## src/rtl/pulse_pkg.sv

```systemverilog
// Shared encodings for the pulse-train generator: FSM states and mode values.
package pulse_pkg;

    typedef enum logic [1:0] {
        ST_IDLE = 2'd0,
        ST_HIGH = 2'd1,
        ST_LOW  = 2'd2
    } state_t;

    localparam logic MODE_ONESHOT = 1'b0;
    localparam logic MODE_CONT    = 1'b1;

endpackage

```

## src/rtl/pulse_phase_timer.sv

```systemverilog
// Loadable down-counter timing one phase (high or low) of the pulse train.
// Load has priority over counting; the counter parks at zero.
module pulse_phase_timer #(
    parameter int WIDTH_W = 8
) (
    input  logic               clock,
    input  logic               reset_n,
    input  logic               load,
    input  logic [WIDTH_W-1:0] load_val,
    input  logic               enable,
    output logic               zero
);

    logic [WIDTH_W-1:0] cnt;

    // Load a new phase length or count the current one down to zero
    always_ff @(posedge clock or negedge reset_n) begin
        if (!reset_n) begin
            cnt <= '0;
        end else if (load) begin
            cnt <= load_val;
        end else if (enable && (cnt != '0)) begin
            cnt <= cnt - WIDTH_W'(1);
        end
    end

    assign zero = (cnt == '0);

endmodule

```

## src/rtl/pulse_train_gen.sv

```systemverilog
// Programmable pulse-train generator: one-shot (pulse_count pulses) or
// continuous, with configurable high/low phase lengths. Outputs registered.
module pulse_train_gen
    import pulse_pkg::*;
#(
    parameter int WIDTH_W = 8,
    parameter int COUNT_W = 8
) (
    input  logic               clock,
    input  logic               reset_n,
    input  logic               start,
    input  logic               stop,
    input  logic               mode,
    input  logic [WIDTH_W-1:0] high_len,
    input  logic [WIDTH_W-1:0] low_len,
    input  logic [COUNT_W-1:0] pulse_count,
    output logic               signal,
    output logic               busy,
    output logic               done,
    output logic               err,
    output logic [COUNT_W-1:0] pulse_num
);

    state_t             state;
    logic               lat_mode;
    logic [WIDTH_W-1:0] lat_high;
    logic [WIDTH_W-1:0] lat_low;
    logic [COUNT_W-1:0] lat_count;

    logic               cfg_ok;
    logic               accept;
    logic               more;
    logic               tmr_load;
    logic [WIDTH_W-1:0] tmr_val;
    logic               tmr_en;
    logic               tmr_zero;

    // Zero-length phases, or a one-shot of zero pulses, are rejected
    assign cfg_ok = (high_len != '0) && (low_len != '0) &&
                    ((mode == MODE_CONT) || (pulse_count != '0));
    assign accept = (state == ST_IDLE) && start && !stop && cfg_ok;
    // Another pulse follows the current low phase
    assign more   = (lat_mode != MODE_ONESHOT) || (pulse_num < lat_count);
    assign tmr_en = (state != ST_IDLE);

    // Phase timer reload: new phase length on each transition, cleared on abort
    always_comb begin
        tmr_load = 1'b0;
        tmr_val  = '0;
        case (state)
            ST_IDLE: begin
                if (accept) begin
                    tmr_load = 1'b1;
                    tmr_val  = high_len - WIDTH_W'(1);
                end
            end
            ST_HIGH: begin
                if (stop) begin
                    tmr_load = 1'b1;
                end else if (tmr_zero) begin
                    tmr_load = 1'b1;
                    tmr_val  = lat_low - WIDTH_W'(1);
                end
            end
            ST_LOW: begin
                if (stop) begin
                    tmr_load = 1'b1;
                end else if (tmr_zero && more) begin
                    tmr_load = 1'b1;
                    tmr_val  = lat_high - WIDTH_W'(1);
                end
            end
            default: begin
                tmr_load = 1'b1;
            end
        endcase
    end

    pulse_phase_timer #(.WIDTH_W(WIDTH_W)) u_timer (
        .clock    (clock),
        .reset_n  (reset_n),
        .load     (tmr_load),
        .load_val (tmr_val),
        .enable   (tmr_en),
        .zero     (tmr_zero)
    );

    // Train sequencing FSM with registered outputs; done/err are single-cycle strobes
    always_ff @(posedge clock or negedge reset_n) begin
        if (!reset_n) begin
            state     <= ST_IDLE;
            signal    <= 1'b0;
            busy      <= 1'b0;
            done      <= 1'b0;
            err       <= 1'b0;
            pulse_num <= '0;
            lat_mode  <= MODE_ONESHOT;
            lat_high  <= '0;
            lat_low   <= '0;
            lat_count <= '0;
        end else begin
            done <= 1'b0;
            err  <= 1'b0;
            case (state)
                ST_IDLE: begin
                    if (start && !stop) begin
                        if (cfg_ok) begin
                            state     <= ST_HIGH;
                            signal    <= 1'b1;
                            busy      <= 1'b1;
                            pulse_num <= COUNT_W'(1);
                            lat_mode  <= mode;
                            lat_high  <= high_len;
                            lat_low   <= low_len;
                            lat_count <= pulse_count;
                        end else begin
                            err <= 1'b1;
                        end
                    end
                end
                ST_HIGH: begin
                    if (stop) begin
                        state  <= ST_IDLE;
                        signal <= 1'b0;
                        busy   <= 1'b0;
                    end else if (tmr_zero) begin
                        state  <= ST_LOW;
                        signal <= 1'b0;
                    end
                end
                ST_LOW: begin
                    if (stop) begin
                        state  <= ST_IDLE;
                        signal <= 1'b0;
                        busy   <= 1'b0;
                    end else if (tmr_zero) begin
                        if (more) begin
                            state     <= ST_HIGH;
                            signal    <= 1'b1;
                            pulse_num <= pulse_num + COUNT_W'(1);
                        end else begin
                            state <= ST_IDLE;
                            busy  <= 1'b0;
                            done  <= 1'b1;
                        end
                    end
                end
                default: begin
                    state  <= ST_IDLE;
                    signal <= 1'b0;
                    busy   <= 1'b0;
                end
            endcase
        end
    end

endmodule

```

## config.mk

```make
export PLATFORM = sky130hd
export DESIGN_NAME = pulse_train_gen
export DESIGN_NICKNAME = d
export VERILOG_FILES = /design/src/rtl/pulse_pkg.sv /design/src/rtl/pulse_phase_timer.sv /design/src/rtl/pulse_train_gen.sv
export SDC_FILE = /design/constraint.sdc
export NUM_CORES = 1
export LEC_CHECK = 0
export ABC_AREA = 1
export BUFFER_PORTS_ARGS = -buffer_cell sky130_fd_sc_hd__buf_2
export CELL_PAD_IN_SITES_DETAIL_PLACEMENT = 1
export CELL_PAD_IN_SITES_GLOBAL_PLACEMENT = 2
export CORE_MARGIN = 3
export CORE_UTILIZATION = 30
export DETAILED_ROUTE_END_ITERATION = 16
export GPL_ROUTABILITY_DRIVEN = 0
export PLACE_DENSITY_LB_ADDON = 0.1
export SLEW_MARGIN = 25
export SYNTH_ARGS = -nofsm -noshare
export SYNTH_HDL_FRONTEND = slang
export SYNTH_SLANG_ARGS = --single-unit
```

## constraint.sdc

```tcl
create_clock -name clock -period 2.19 [get_ports clock]
set_input_delay 0.438 -clock clock [delete_from_list [all_inputs] [get_ports clock]]
set_output_delay 0.438 -clock clock [all_outputs]
set_load 0.03 [all_outputs]
```

* Word level (Yosys, flattened, before mapping)
Index checks and enable logic that the tools add are counted.
** Word-level totals
- Bits in registers :: 47
- Input port bits :: 29
- Output and inout bits :: 12
- Logic and storage cells :: 102
** Cells by class
- Add/subtract/negate cells :: 5
- Order comparisons :: 1
- Equal/unequal tests :: 12
- Mux-type cells :: 48
- Reduce and logical (&&, ||, !) cells :: 25
** Operator list (count)
- 8-bit 2-to-1 mux :: 12
- 8-bit nonzero test :: 4
- 8-bit by 1-bit subtractor with 8-bit output (second input constant) :: 4
- 1-bit 2-to-1 mux :: 24
- 8-bit case mux with 3 select lines :: 1
- 8-bit case mux with 2 select lines :: 1
- 2-bit 2-to-1 mux :: 6
- 3-bit inequality test (second input constant) :: 4
- 2-bit inequality test (second input constant) :: 5
- 5-bit AND reduction :: 2
- 1-bit case mux with 3 select lines :: 3
- 8-bit by 1-bit adder with 8-bit output (second input constant) :: 1
- 1-bit logical AND :: 8
- 8-bit logical NOT :: 1
- 8-bit less-than comparator :: 1
- 2-bit case mux with 3 select lines :: 1
- 6-bit AND reduction :: 1
- 2-bit nonzero test :: 3
- 4-bit AND reduction :: 1
- 3-bit AND reduction :: 1
- 2-bit by 1-bit == test with 1-bit output (second input constant) :: 1
- 2-bit == test (second input constant) :: 1
- 2-bit logical NOT :: 1
- 1-bit logical OR :: 2
- other kinds (2) :: 2

* Depth between registers and ports, before layout
- Depth in word-level cells :: 7
- Mapped depth :: 15

* Hierarchy
From an unflattened synthesis, not the netlist that was laid out.
** Unflattened totals
- Cells, all modules :: 463
- Area, all modules :: 3274.4 um^2
** Modules (own cells, without submodules)
- pulse_train_gen :: instances 1, cells each 370, area each 2677.6 um^2, seq. area each 975.9 um^2
- pulse_phase_timer :: instances 1, cells each 93, area each 596.8 um^2, seq. area each 200.2 um^2

* Worst setup path before layout
OpenSTA, ideal clock, no wires.
- Kind :: register -> register
- From :: register pulse_num[5]
- To :: register pulse_num[0]
- Arrival time :: 1889 ps
- Data required time :: 2066 ps
- Path slack :: 177 ps
- Cell stages (with the launch flop) :: 13
- Buffers on the path :: 1
- Clock period less this slack :: 2013 ps
- Path through :: dfrtp_1 > ha_1 > a21oi_1 > nor2_1 > nor3_2 > nand2_2 > nand2_4 > nand2_4 > o21ai_4 > nand2_4 > buf_6 > nand2_1 > nand2_1
** On the way
- Cells in the longest elaborated chain, start to end :: 4
** Ends and longest elaborated chain
- from (decl) :: line pulse_train_gen.sv:21 : output logic [COUNT_W-1:0] pulse_num
- from (signal assigned) :: line pulse_train_gen.sv:140 : pulse_num <= pulse_num + COUNT_W'(1);
- 8-bit less-than comparator :: line pulse_train_gen.sv:43 : assign more = (lat_mode != MODE_ONESHOT) || (pulse_num < lat_count);
- 1-bit logical OR :: line pulse_train_gen.sv:43
- 2-bit inequality test (no source line)
- 6-bit AND reduction (no source line)
No other way between the ends.
A chain may end at the register's enable or synchronous reset.

* Final worst setup path
- From :: register pulse_num[5]
- To :: register pulse_num[3]
Same word-level chain as after synthesis.

==> results.toml <==
[status]
status = "finished clean"

[setup_path]
r2r_cells = 11
cp-start-kind = "register"
cp.arrival_ns = 2.28
crit_required_ns = 2.41
critPathKind = "register to register"
end_kind = "register"
critPathMaxFanout = 15

[synthesis]
syn_inst = 419
synth-edff-count = 0
yosysWarnings = 0
syn_nets = 466
synth.cell_area_sq_um = 3230
synth_flop_cell = "dfrtp_1"
ys_types = 43
syn-mean-instance-area_sq_um = 7.70
ys_ff_latch = 47
postSynth.asyncResetShare = 1.00
yosysSeqAreaShare = 0.364

[timing]
slew_headroom = 0.736
tightest_slew_ns = 0.395
period_needed_ns = 2.06
fin_setup_tns_ns = 0
finalHoldViolations = 0
fin_ws_ns = 0.129
fin_crit_sh = 0.941
setup_viol = 0
hold_slack_ns = 0.0987
max_freq_mhz = 485
final.setup_skew_ns = 0.00857
drv_slew = 0
grt_setup_unrepaired = "no"

[global_routing]
grt_max_degree = 48
grt_pass1_vias = 3051
track_usage = 0.170
grt_pass1_wl_um = 15800
overflow = 0
antenna_found_initial = 0

[route]
drtIter0Drc = 111
num_vias = 2923
wl_per_cell_um = 15.6
first_pass_iters = 4
viasPerCell = 4.78
wl_um = 9530
ant_nets = 0
drc_errors = 0

[min_path]
worstHoldPathType = "input port to asynchronous set/reset pin"

[finish]
fin_util = 0.365
layout.nets = 522
syn2layout_area_growth_pct = 17.7
design_area_sq_um = 3800
drive_above_1_share = 0.223
n_fill_cell = 1325
final_cells = 612
diodes = 0

[clock_tree]
cts_max_path_buffers = 2
cts_root_buf = "clkbuf_8"
clock-sinks = 47
numCtsBuffers = 5
cts_tree = "built"
hold_buffers = 0
clk_latency_ns = 0.31
clk_pin_slew_worst_paths_ns = 0.11
cts-htree-levels = 2

[floorplanning]
fp.coreArea_sq_um = 10400
die-height_um = 110
num_io_pins = 41
std_cell_rows = 37
start_util = 0.310
die_area_sq_um = 12000
die_w_um = 110

[placed_design]
port-buffer-count = 40
placed_cell_area_sq_um = 3700
hpwl_um = 7660
dp_slack_ns = 0.0345
dp_cells = 604

[power]
leakagePower_nw = 1.87
power.total_mw = 4.35
ir_worst_vdd_uv = 312
p_per_area_nw_per_um2 = 1150

[flow_run]
cap_viol_max_count = 0
final cells by class:
| class | instances | area [sq um] | share of cell area |
|---|---|---|---|
| Clock buffer | 5 | 68.8 | 0.0181 |
| Clock inverter | 3 | 26.3 | 0.00691 |
| Inverter | 53 | 199 | 0.0524 |
| Multi-Input combinational cell | 313 | 1820 | 0.479 |
| Sequential cell | 47 | 1180 | 0.310 |
| Tap cell | 136 | 170 | 0.0448 |
| Timing Repair Buffer | 55 | 338 | 0.0889 |
cell families after synthesis:
family,count (synthesis),synth area share
xor gates and xnor gates,18,0.0488
adders and majority gates,18,0.0698
AOI/OAI and AO/OA,73,0.144
and+or+nand+nor,204,0.299
DFF,47,0.364
buffers and inverters,59,0.0740
report_power, final:
group          switching, mW  internal [mW]
combinational           1.46          0.825
clock                  0.374          0.239
sequential             0.233           1.22
total                   2.07           2.28
what timing repair did:
item / in CTS / in global routing
setup buffers: 0 / 0
endpoints found under the setup margin: 0 / 3
gates resized for setup: 0 / 1
Yosys cell counts (4+ instances only):
master,number,share of area
ha_1,18,0.070
nand2_4,5,0.017
inv_1,45,0.052
xnor2_1,4,0.011
nand3_1,40,0.062
o21ai_0,27,0.042
o211ai_1,9,0.021
xor2_1,14,0.038
nand2_1,89,0.10
nand4_1,4,0.0078
or2_2,5,0.0097
inv_2,7,0.0081
a21oi_1,18,0.028
nand2_2,4,0.0078
o21ai_2,7,0.019
nor2_1,42,0.049
dfrtp_1,47,0.36
state kept, by name, indices dropped and copies added, names as in the netlist:
name         cells
state            2
signal           1
pulse_num        8
done             1
lat_low          8
lat_count        8
lat_mode         1
lat_high         8
busy             1
err              1
u_timer.cnt      8
critical path, cell delays in order (launching register included):
cell and delay, ns:
dfrtp_1 0.45, ha_1 0.34, a21oi_1 0.18, nor2_1 0.07, nor3_2 0.12, nand2_2 0.10
nand2_4 0.14, nand2_4 0.07, o21ai_4 0.20, nand2_8 0.14, nand2_1 0.10, o21ai_2 0.06
cell usage in the layout (no fill, tap or decap), types with 3 or more instances in the layout:
master / count
nand2_2: 4
a21oi_1: 18
ha_1: 18
inv_1: 45
inv_2: 7
inv_6: 3
o21ai_0: 27
xnor2_1: 4
dfrtp_1: 47
nand2_1: 89
o211ai_1: 9
or2_2: 5
nor2_1: 42
nand4_1: 4
nand2_4: 4
buf_2: 40
clkbuf_8: 5
nand3_1: 40
o21ai_2: 7
buf_4: 13
xor2_1: 14
path summary, 6_finish.rpt:
kind,slack (ns),from,to
setup / recovery,0.13,pulse_num[5]$_DFFE_PN0P_,pulse_num[3]$_DFFE_PN0P_
hold / removal,0.1,reset_n,u_timer.cnt[5]$_DFFE_PN0P_
setup reg to reg,0.13,pulse_num[5]$_DFFE_PN0P_,pulse_num[3]$_DFFE_PN0P_
hold reg to reg,0.50,busy$_DFFE_PN0P_,busy$_DFFE_PN0P_
max in group asynchronous,1.86,reset_n,lat_mode$_DFFE_PN0P_
min in group clock,0.34,low_len[4],lat_low[4]$_DFFE_PN0P_
per-layer routing:
metal	part of all wire	vias up	GRT usage
met3	0.026	10	0.0235
li1	-	1477	-
met5	0	-	0
met1	0.50	1399	0.235
met2	0.46	37	0.276
met4	0.015	0	0.0525
(Power assumes the default switching activity.)
